[config.mk]
export PLATFORM = sky130hd
export DESIGN_NAME = noc_flit_receiver
export DESIGN_NICKNAME = d
export VERILOG_FILES = /design/src/rtl/noc_flit_receiver.sv
export SDC_FILE = /design/constraint.sdc
export NUM_CORES = 1
export LEC_CHECK = 0
export ABC_CLOCK_PERIOD_IN_PS = 3300
export BUFFER_PORTS_ARGS = -buffer_cell sky130_fd_sc_hd__buf_2
export CORE_MARGIN = 3
export CORE_UTILIZATION = 46
export CTS_CLUSTER_SIZE = 10
export DETAILED_ROUTE_END_ITERATION = 16
export PLACE_DENSITY = 0.71
export SETUP_SLACK_MARGIN = 0.4
export SYNTH_ARGS = -nofsm -noshare
export SYNTH_HDL_FRONTEND = slang
export SYNTH_SLANG_ARGS = --single-unit
[constraint.sdc]
create_clock -name clk -period 3.3 [get_ports clk]
set_input_delay 0.33 -clock clk [delete_from_list [all_inputs] [get_ports clk]]
set_output_delay 0.33 -clock clk [all_outputs]
set_load 0.01 [all_outputs]
[src/rtl/noc_flit_receiver.sv]
// NoC flit receiver: valid/ready ingress buffered in a DEPTH-entry FIFO and re-presented
// in order downstream, with head/tail framing checks and a completed-packet counter.
module noc_flit_receiver #(
  parameter int FLIT_WIDTH    = 64,
  parameter int DEPTH         = 4,
  parameter int PKT_CNT_WIDTH = 16
) (
  input  logic                     clk,
  input  logic                     rst,
  input  logic                     i_valid,
  output logic                     o_ready,
  input  logic [FLIT_WIDTH-1:0]    i_flit,
  input  logic                     i_head,
  input  logic                     i_tail,
  output logic                     o_valid,
  input  logic                     i_ready,
  output logic [FLIT_WIDTH-1:0]    o_flit,
  output logic                     o_head,
  output logic                     o_tail,
  output logic                     o_in_packet,
  output logic [PKT_CNT_WIDTH-1:0] o_packet_count,
  output logic                     o_error_pulse,
  output logic                     o_error_sticky
);

  localparam int PTR_W = $clog2(DEPTH);
  localparam int CNT_W = $clog2(DEPTH + 1);
  localparam logic [PTR_W-1:0] LAST_PTR = PTR_W'(DEPTH - 1);
  localparam logic [CNT_W-1:0] FULL_CNT = CNT_W'(DEPTH);

  typedef enum logic {S_IDLE, S_IN_PKT} state_t;

  state_t                state;
  logic [FLIT_WIDTH-1:0] mem_flit [DEPTH];
  logic [DEPTH-1:0]      mem_head;
  logic [DEPTH-1:0]      mem_tail;
  logic [PTR_W-1:0]      wr_ptr;
  logic [PTR_W-1:0]      rd_ptr;
  logic [CNT_W-1:0]      count;
  logic [CNT_W-1:0]      next_count;
  logic                  accept;
  logic                  rel;
  logic                  violation;
  state_t                next_state;

  // Handshake: a transfer happens on a rising edge where valid and ready are both high;
  // o_ready is registered so neither i_valid nor i_ready reaches it combinationally.
  assign accept  = i_valid & o_ready;
  assign rel     = o_valid & i_ready;
  assign o_valid = (count != '0);

  // Gated so the outputs read zero while empty and during reset.
  assign o_flit      = o_valid ? mem_flit[rd_ptr] : '0;
  assign o_head      = o_valid & mem_head[rd_ptr];
  assign o_tail      = o_valid & mem_tail[rd_ptr];
  assign o_in_packet = (state == S_IN_PKT);

  always_comb begin
    next_count = count;
    if (accept && !rel)
      next_count = count + CNT_W'(1);
    else if (!accept && rel)
      next_count = count - CNT_W'(1);
  end

  always_ff @(posedge clk) begin
    if (accept) begin
      mem_flit[wr_ptr] <= i_flit;
      mem_head[wr_ptr] <= i_head;
      mem_tail[wr_ptr] <= i_tail;
    end
  end

  always_ff @(posedge clk or posedge rst) begin
    if (rst) begin
      wr_ptr  <= '0;
      rd_ptr  <= '0;
      count   <= '0;
      o_ready <= 1'b0;
    end else begin
      if (accept)
        wr_ptr <= (wr_ptr == LAST_PTR) ? '0 : wr_ptr + PTR_W'(1);
      if (rel)
        rd_ptr <= (rd_ptr == LAST_PTR) ? '0 : rd_ptr + PTR_W'(1);
      count   <= next_count;
      o_ready <= (next_count < FULL_CNT);
    end
  end

  // A head while idle opens a packet unless it is also a tail; any tail closes it.
  always_comb begin
    violation  = 1'b0;
    next_state = state;
    if (state == S_IDLE) begin
      violation = ~i_head;
      if (i_head && !i_tail)
        next_state = S_IN_PKT;
    end else begin
      violation = i_head;
      if (i_tail)
        next_state = S_IDLE;
    end
  end

  always_ff @(posedge clk or posedge rst) begin
    if (rst) begin
      state          <= S_IDLE;
      o_packet_count <= '0;
      o_error_pulse  <= 1'b0;
      o_error_sticky <= 1'b0;
    end else begin
      o_error_pulse <= accept & violation;
      if (accept) begin
        state <= next_state;
        if (i_tail)
          o_packet_count <= o_packet_count + PKT_CNT_WIDTH'(1);
        if (violation)
          o_error_sticky <= 1'b1;
      end
    end
  end

endmodule

==> flow_metrics.env, run 1 <==
export IMPL_status="finished clean"
export IMPL_holdBufCountCts=0
export IMPL_cp_start_kind="flip-flop"
export IMPL_pre_cts_slack_ns=0.842
export IMPL_worstSetupEndpointType="primary output"
export IMPL_synth_area_leaders="edfxtp_1, mux4_2, dfrtp_1, and2_1, ha_1"
export IMPL_clock_skew_final_ns=0.0173
export IMPL_grt_pass1_vias=6270
export IMPL_ff_latch_area_sq_mm=0.00861
export IMPL_max_slew_margin_rel_pct=28.7
export IMPL_syn_area_per_cell_sq_um=20.8
export IMPL_clkLatencyLatePin_ns=0.49
export IMPL_grt_overflow=0
export IMPL_ant_nets=0
export IMPL_vias=5632
export IMPL_n_antenna_cell=0
export IMPL_grt_use_total_pct=17.3
export IMPL_netlist_area_sq_mm=0.0113
export IMPL_coreArea_sq_mm=0.0238
export IMPL_cp_required_ns=2.97
export IMPL_placed_area_sq_mm=0.0124
export IMPL_io_buffers=156
export IMPL_critPathArrivalTime_ns=2.43
export IMPL_crit_fanout=42
export IMPL_route_detailed_drc=0
export IMPL_clockRootBuffer="clkbuf_16"
export IMPL_antenna_found_initial=4
export IMPL_syn_to_final_growth_pct=19.0
export IMPL_hold_ws_ns=0.0571
export IMPL_ys_types=37
export IMPL_num_fill_cells=1810
export IMPL_rows=56
export IMPL_first_pass_iters=4
export IMPL_finalWirelength_mm=22.2
export IMPL_final_layout_size_suffix_gt1_share_pct=38.1
export IMPL_synth_warnings=0
export IMPL_p_per_area_mw_per_mm2=895
export IMPL_die_x_um=163
export IMPL_dp_hpwl_mm=13.2
export IMPL_min_delay_path_class="in2reg"
export IMPL_dieHeight_um=163
export IMPL_start_util_pct=47.4
export IMPL_grt_pass1_wl_mm=35.4
export IMPL_yosysSeqAreaShare_pct=76.2
export IMPL_clk_path_buf_depth=3
export IMPL_finalSetupViolCount=0
export IMPL_layout_commonest_cell="edfxtp_1"
export IMPL_tightest_slew_ns=1.07
export IMPL_multi_input_area_sq_mm=0.00254
export IMPL_fin_nets=801
export IMPL_htreeDepth=2
export IMPL_syn_inst=542
export IMPL_globalplace_congestion=0.745
export IMPL_die_area_sq_mm=0.0265
export IMPL_path_clk_slew_ns=0.06
export IMPL_layout_common_cells="edfxtp_1, buf_2, and2_1"
export IMPL_maxCapViolations=0
export IMPL_hold_viol=0
export IMPL_synth_top_area_cell="edfxtp_1"
export IMPL_crit_type="reg2out"
export IMPL_timing_fmax_ghz=0.362
export IMPL_min_period_ns=2.76
export IMPL_yosys_area_top_type_share_pct=70.2
export IMPL_post_route_period_util_pct=83.6
export IMPL_ys_ff_latch=291
export IMPL_synth_fp_nets=623
export IMPL_cts_buffers=35
export IMPL_design_area_sq_mm=0.0134
export IMPL_tritoncts="done"
export IMPL_cts_num_sinks=291
export IMPL_pin_count=157
export IMPL_grt_max_degree=67
export IMPL_vias_per_cell=5.34
export IMPL_finalWorstSetupSlack_ns=0.541
export IMPL_maxSlewViolCount=0
export IMPL_finalSetupTns_ns=0
export IMPL_peakVddDrop_mv=0.442
export IMPL_drtIter0Drc=373
export IMPL_rsz0062_at_grt="false"
export IMPL_leakagePower_uw=0.00483
export IMPL_wl_per_cell_um=21.0
==> synthesized netlist by cell type <==
cell type and number:
or2_2 1, ha_1 11, o21ai_0 4, xnor2_1 10, a21o_1 1, inv_1 13
nand2b_1 1, buf_2 7, a211oi_1 1, dfrtp_1 27, mux2_2 2, nor3_1 3
and2_1 67, or4_4 1, buf_1 3, buf_6 3, xnor2_2 1, nor2_1 6
o211ai_1 1, nand4_4 1, a31oi_1 1, clkinv_1 1, and3_2 4, mux4_2 66
a21oi_1 5, nand3b_1 1, and4_4 1, nand3_1 5, nor4_1 1, nand4_1 2
edfxtp_1 264, and3_1 1, or3_1 1, nor3b_1 1, xor2_1 6, nand2_1 9
clkbuf_1 9
==> repair_timing <==
action                     4_1_cts  5_1_grt
resized for setup                0        0
setup endpoints to repair       42        0
setup buffers                    1        0
==> per-stage QoR <==
stage,instances,utilization [%],power (uW)
2_1_floorplan,542,-,7450
3_3_place_gp,1001,52.2,8740
3_5_place_dp,1001,52.2,8870
4_1_cts,1054,56.4,12200
5_1_grt,1054,56.4,12700
6_report,1054,56.4,12000
==> report_power, final <==
part / total [uW] / leakage (uW) / switching, uW / internal, uW
Clock: 3290 / 0.000466 / 1300 / 1980
Combinational: 3650 / 0.00163 / 1870 / 1780
Sequential: 5090 / 0.00274 / 366 / 4720
==> state kept, by name, summed over array words and instances, names as in the netlist, named ones only <==
register / count
o_ready: 1
rd_ptr: 2
o_in_packet: 1
wr_ptr: 2
o_packet_count: 16
o_error_sticky: 1
mem_flit: 256
mem_tail: 4
mem_head: 4
o_error_pulse: 1
count: 2
==> routing by layer <==
layer	routed length, um	share of wire, %	global-route usage (%)	vias up
met5	46	0.21	0	-
met4	368	1.7	3.69	8
met1	8910	40	22.5	2911
met2	11200	51	29.1	177
met3	1600	7.2	5.24	45
li1	-	-	-	2491
==> path summary, 6_finish.rpt <==
path	cells after the start	slack [ns]	end	from
min reg2reg	1	0.48	o_packet_count[15]	o_packet_count[15]
max	4	0.54	o_flit[63]	rd_ptr[1]
max reg2reg	10	1.02	flip-flop	count[0]
min	1	0.06	mem_flit[1][57]	i_flit[57]
max in group asynchronous	2	2.48	rd_ptr[1]	rst
min in group asynchronous	2	0.08	o_packet_count[2]	rst
==> worst max-delay path: stages (launching register included) <==
cell and delay, ns:
dfrtp_4 0.86, buf_4 0.37, mux4_2 0.34, and2_1 0.19, buf_2 0.14
==> cells by family (layout without fill, tap and decap cells) <==
| kind of cell | after synthesis | in the layout | share of synthesized area [%] |
|---|---|---|---|
| multiplexers | 68 | 68 | 13.4 |
| adder cells (fa/ha/maj) | 11 | 11 | 1.22 |
| buffers and inverters | 36 | 229 | 1.47 |
| flip-flops | 291 | 291 | 76.2 |
| AND/OR/NAND/NOR | 106 | 106 | 5.74 |
| AO/OA/AOI/OAI | 13 | 13 | 0.654 |
| XOR/XNOR | 17 | 17 | 1.38 |
==> area by class of cell <==
| cell class | count | area share [%] |
|---|---|---|
| inverter | 14 | 0.391 |
| sequential | 291 | 64.1 |
| clock inverter | 1 | 0.0652 |
| timing repair buffer | 163 | 6.44 |
| clock buffer | 51 | 7.12 |
| multi-input combinational | 215 | 18.9 |
| tap | 319 | 2.97 |
No activity file was read; power rests on OpenSTA's default activity.
==> run 2: changes to the inputs <==
- ABC_CLOCK_PERIOD_IN_PS: 3300 -> 2380
- PLACE_DENSITY: 0.71 -> 0.74
- clock period: 3.3 -> 2.38 ns (I/O delays scaled with it)
==> flow_metrics.env, run 2 (synthesis results as in run 1) <==
export IMPL_worstSetupEndpointType="primary output"
export IMPL_rrSetupSlack_ns=0.53
export IMPL_num_fill_cells=1594
export IMPL_hold_ws_ns=0.0134
export IMPL_htreeDepth=2
export IMPL_crit_slowest_cell="mux4_2"
export IMPL_clock_skew_final_ns=0.0107
export IMPL_finalSetupTns_ns=0
export IMPL_first_pass_iters=4
export IMPL_syn_to_final_growth_pct=34.3
export IMPL_die_x_um=163
export IMPL_antenna_found_initial=3
export IMPL_rsz0062_at_grt="true"
export IMPL_grt_overflow=0
export IMPL_grt_max_degree=67
export IMPL_min_delay_path_class="in2async"
export IMPL_min_period_ns=2.32
export IMPL_die_area_sq_mm=0.0265
export IMPL_cp_start_kind="flip-flop"
export IMPL_hold_viol=0
export IMPL_timing_fmax_ghz=0.431
export IMPL_cts_num_sinks=291
export IMPL_final_util_pct=63.7
export IMPL_tritoncts="done"
export IMPL_crit_chain="buf_12 -> buf_16 -> mux4_2 -> and2_4 -> buf_6"
export IMPL_cp_slowest_stage_delay_ns=0.52
export IMPL_p_per_area_mw_per_mm2=1280
export IMPL_top_register="mem_flit"
export IMPL_finalWirelength_mm=24.3
export IMPL_highest_layer="met5"
export IMPL_clockRootBuffer="clkbuf_16"
export IMPL_coreArea_sq_mm=0.0238
export IMPL_fin_nets=898
export IMPL_start_util_pct=47.4
export IMPL_crit_type="reg2out"
export IMPL_post_route_period_util_pct=97.6
export IMPL_path_clk_slew_ns=0.05
export IMPL_final_layout_size_suffix_gt1_share_pct=44.6
export IMPL_pin_count=157
export IMPL_globalplace_congestion=0.754
export IMPL_clkLatencyLatePin_ns=0.49
export IMPL_largest_reg_flops=256
export IMPL_io_buffers=156
export IMPL_cp_required_ns=2.14
export IMPL_drt_met1_wl_mm=9.75
export IMPL_rows=56
export IMPL_vias=6084
export IMPL_dieHeight_um=163
export IMPL_tightest_slew_ns=1.07
export IMPL_dp_hpwl_mm=13.6
export IMPL_status="finished clean"
export IMPL_finalSetupViolCount=0
export IMPL_cts_buffers=35
export IMPL_met3_length_mm=1.76
export IMPL_leakagePower_uw=0.00559
export IMPL_met2WireLength_mm=12.4
export IMPL_layout_common_cells="edfxtp_1, buf_2, mux4_2"
export IMPL_vias_per_cell=5.30
export IMPL_rr_startpoint="count[0]"
export IMPL_max_slew_margin_rel_pct=28.6
export IMPL_layout_commonest_cell="edfxtp_1"
export IMPL_maxCapViolations=0
export IMPL_ant_nets=0
export IMPL_drtIter0Drc=380
export IMPL_maxSlewViolCount=0
export IMPL_critPathArrivalTime_ns=2.08
export IMPL_crit_buf_inv=3
export IMPL_grt_pass1_wl_mm=36.7
export IMPL_clk_path_buf_depth=3
export IMPL_crit_fanout=7
export IMPL_grt_pass1_vias=6484
export IMPL_grt_use_total_pct=18.1
export IMPL_reg2reg_depth=10
export IMPL_peakVddDrop_mv=0.683
export IMPL_wl_per_cell_um=21.1
export IMPL_route_detailed_drc=0
export IMPL_top_regs="mem_flit (256), o_packet_count (16)"
export IMPL_cpLargestDelayFamily="multiplexers"
## run 2: cell count changes in the layout (fill, tap and decap cells not counted), moves of 3 or more
cell,previous run,this run
dlygate4sd3_1,0,65
buf_6,0,61
and2_1,67,13
and2_4,0,54
buf_2,156,102
buf_12,1,10
buf_16,1,7
clkbuf_1,15,11
clkbuf_16,36,40
buf_4,5,8
## run 2: worst max path at each step
stage / start / endpoint / slack (ns) / cells past startpoint
after global placement: rd_ptr[0] / o_flit[2] / 0.44 / 4
after CTS: rd_ptr[0] / o_flit[22] / 0.03 / 5
final: rd_ptr[0] / o_flit[32] / 0.06 / 5
after floorplan: wr_ptr[0] / mem_flit[2][0] / 0.46 / 3
after detailed placement: rd_ptr[0] / o_flit[24] / 0.43 / 4
after global routing: rd_ptr[0] / o_flit[32] / -0.005 / 5
## run 2: through the flow
stage,instance area (sq um),worst slack [ns],total power [uW],instances
3_5_place_dp,12600,0.431,12400,1008
3_3_place_gp,12600,0.440,12300,1008
6_report,15200,0.0581,19500,1148
4_1_cts,14700,0.0325,18200,1140
5_1_grt,15200,-0.00527,20400,1148
2_1_floorplan,11300,0.464,10300,542
## run 2: what timing repair did
item                                    in CTS  in global routing
gates cloned                                 6                  5
endpoints found under the setup margin      67                 69
hold endpoints to repair                   260                  0
resized for setup                           48                 88
buffers inserted                            13                  2
hold buffers                                65                  0
## run 2: layer usage
metal  global-route usage [%]  up-vias
li1                         -     2695
met1                     23.8     3118
met2                     30.1      231
met3                     4.86       36
met4                     5.19        4
met5                        0        -
## run 2: layout make-up
type | count | area, sq um | share of cell area (%)
multi-input cells | 215 | 2690 | 17.8
clock inverters | 2 | 17.5 | 0.116
inverters | 14 | 52.6 | 0.347
diodes | 1 | 2.50 | 0.0165
well taps | 319 | 399 | 2.63
flip-flops and latches | 291 | 8610 | 56.8
repair buffers | 260 | 2470 | 16.3
clock buffers | 46 | 917 | 6.05
## run 2: worst register-to-register path: cells and delay by family (launching register included)
kind,cells,cell delay [ns]
DFF,1,0.38
buffers and inverters,3,0.28
AOI/OAI and AO/OA,3,0.32
adders and majority gates,2,0.54
and+or+nand+nor,2,0.21
## run 2: where the power goes
part	total, uW	switching (uW)	internal, uW
clock network	4480	1810	2670
registers	6830	295	6530
logic	8160	3420	4740
total	19500	5520	13900
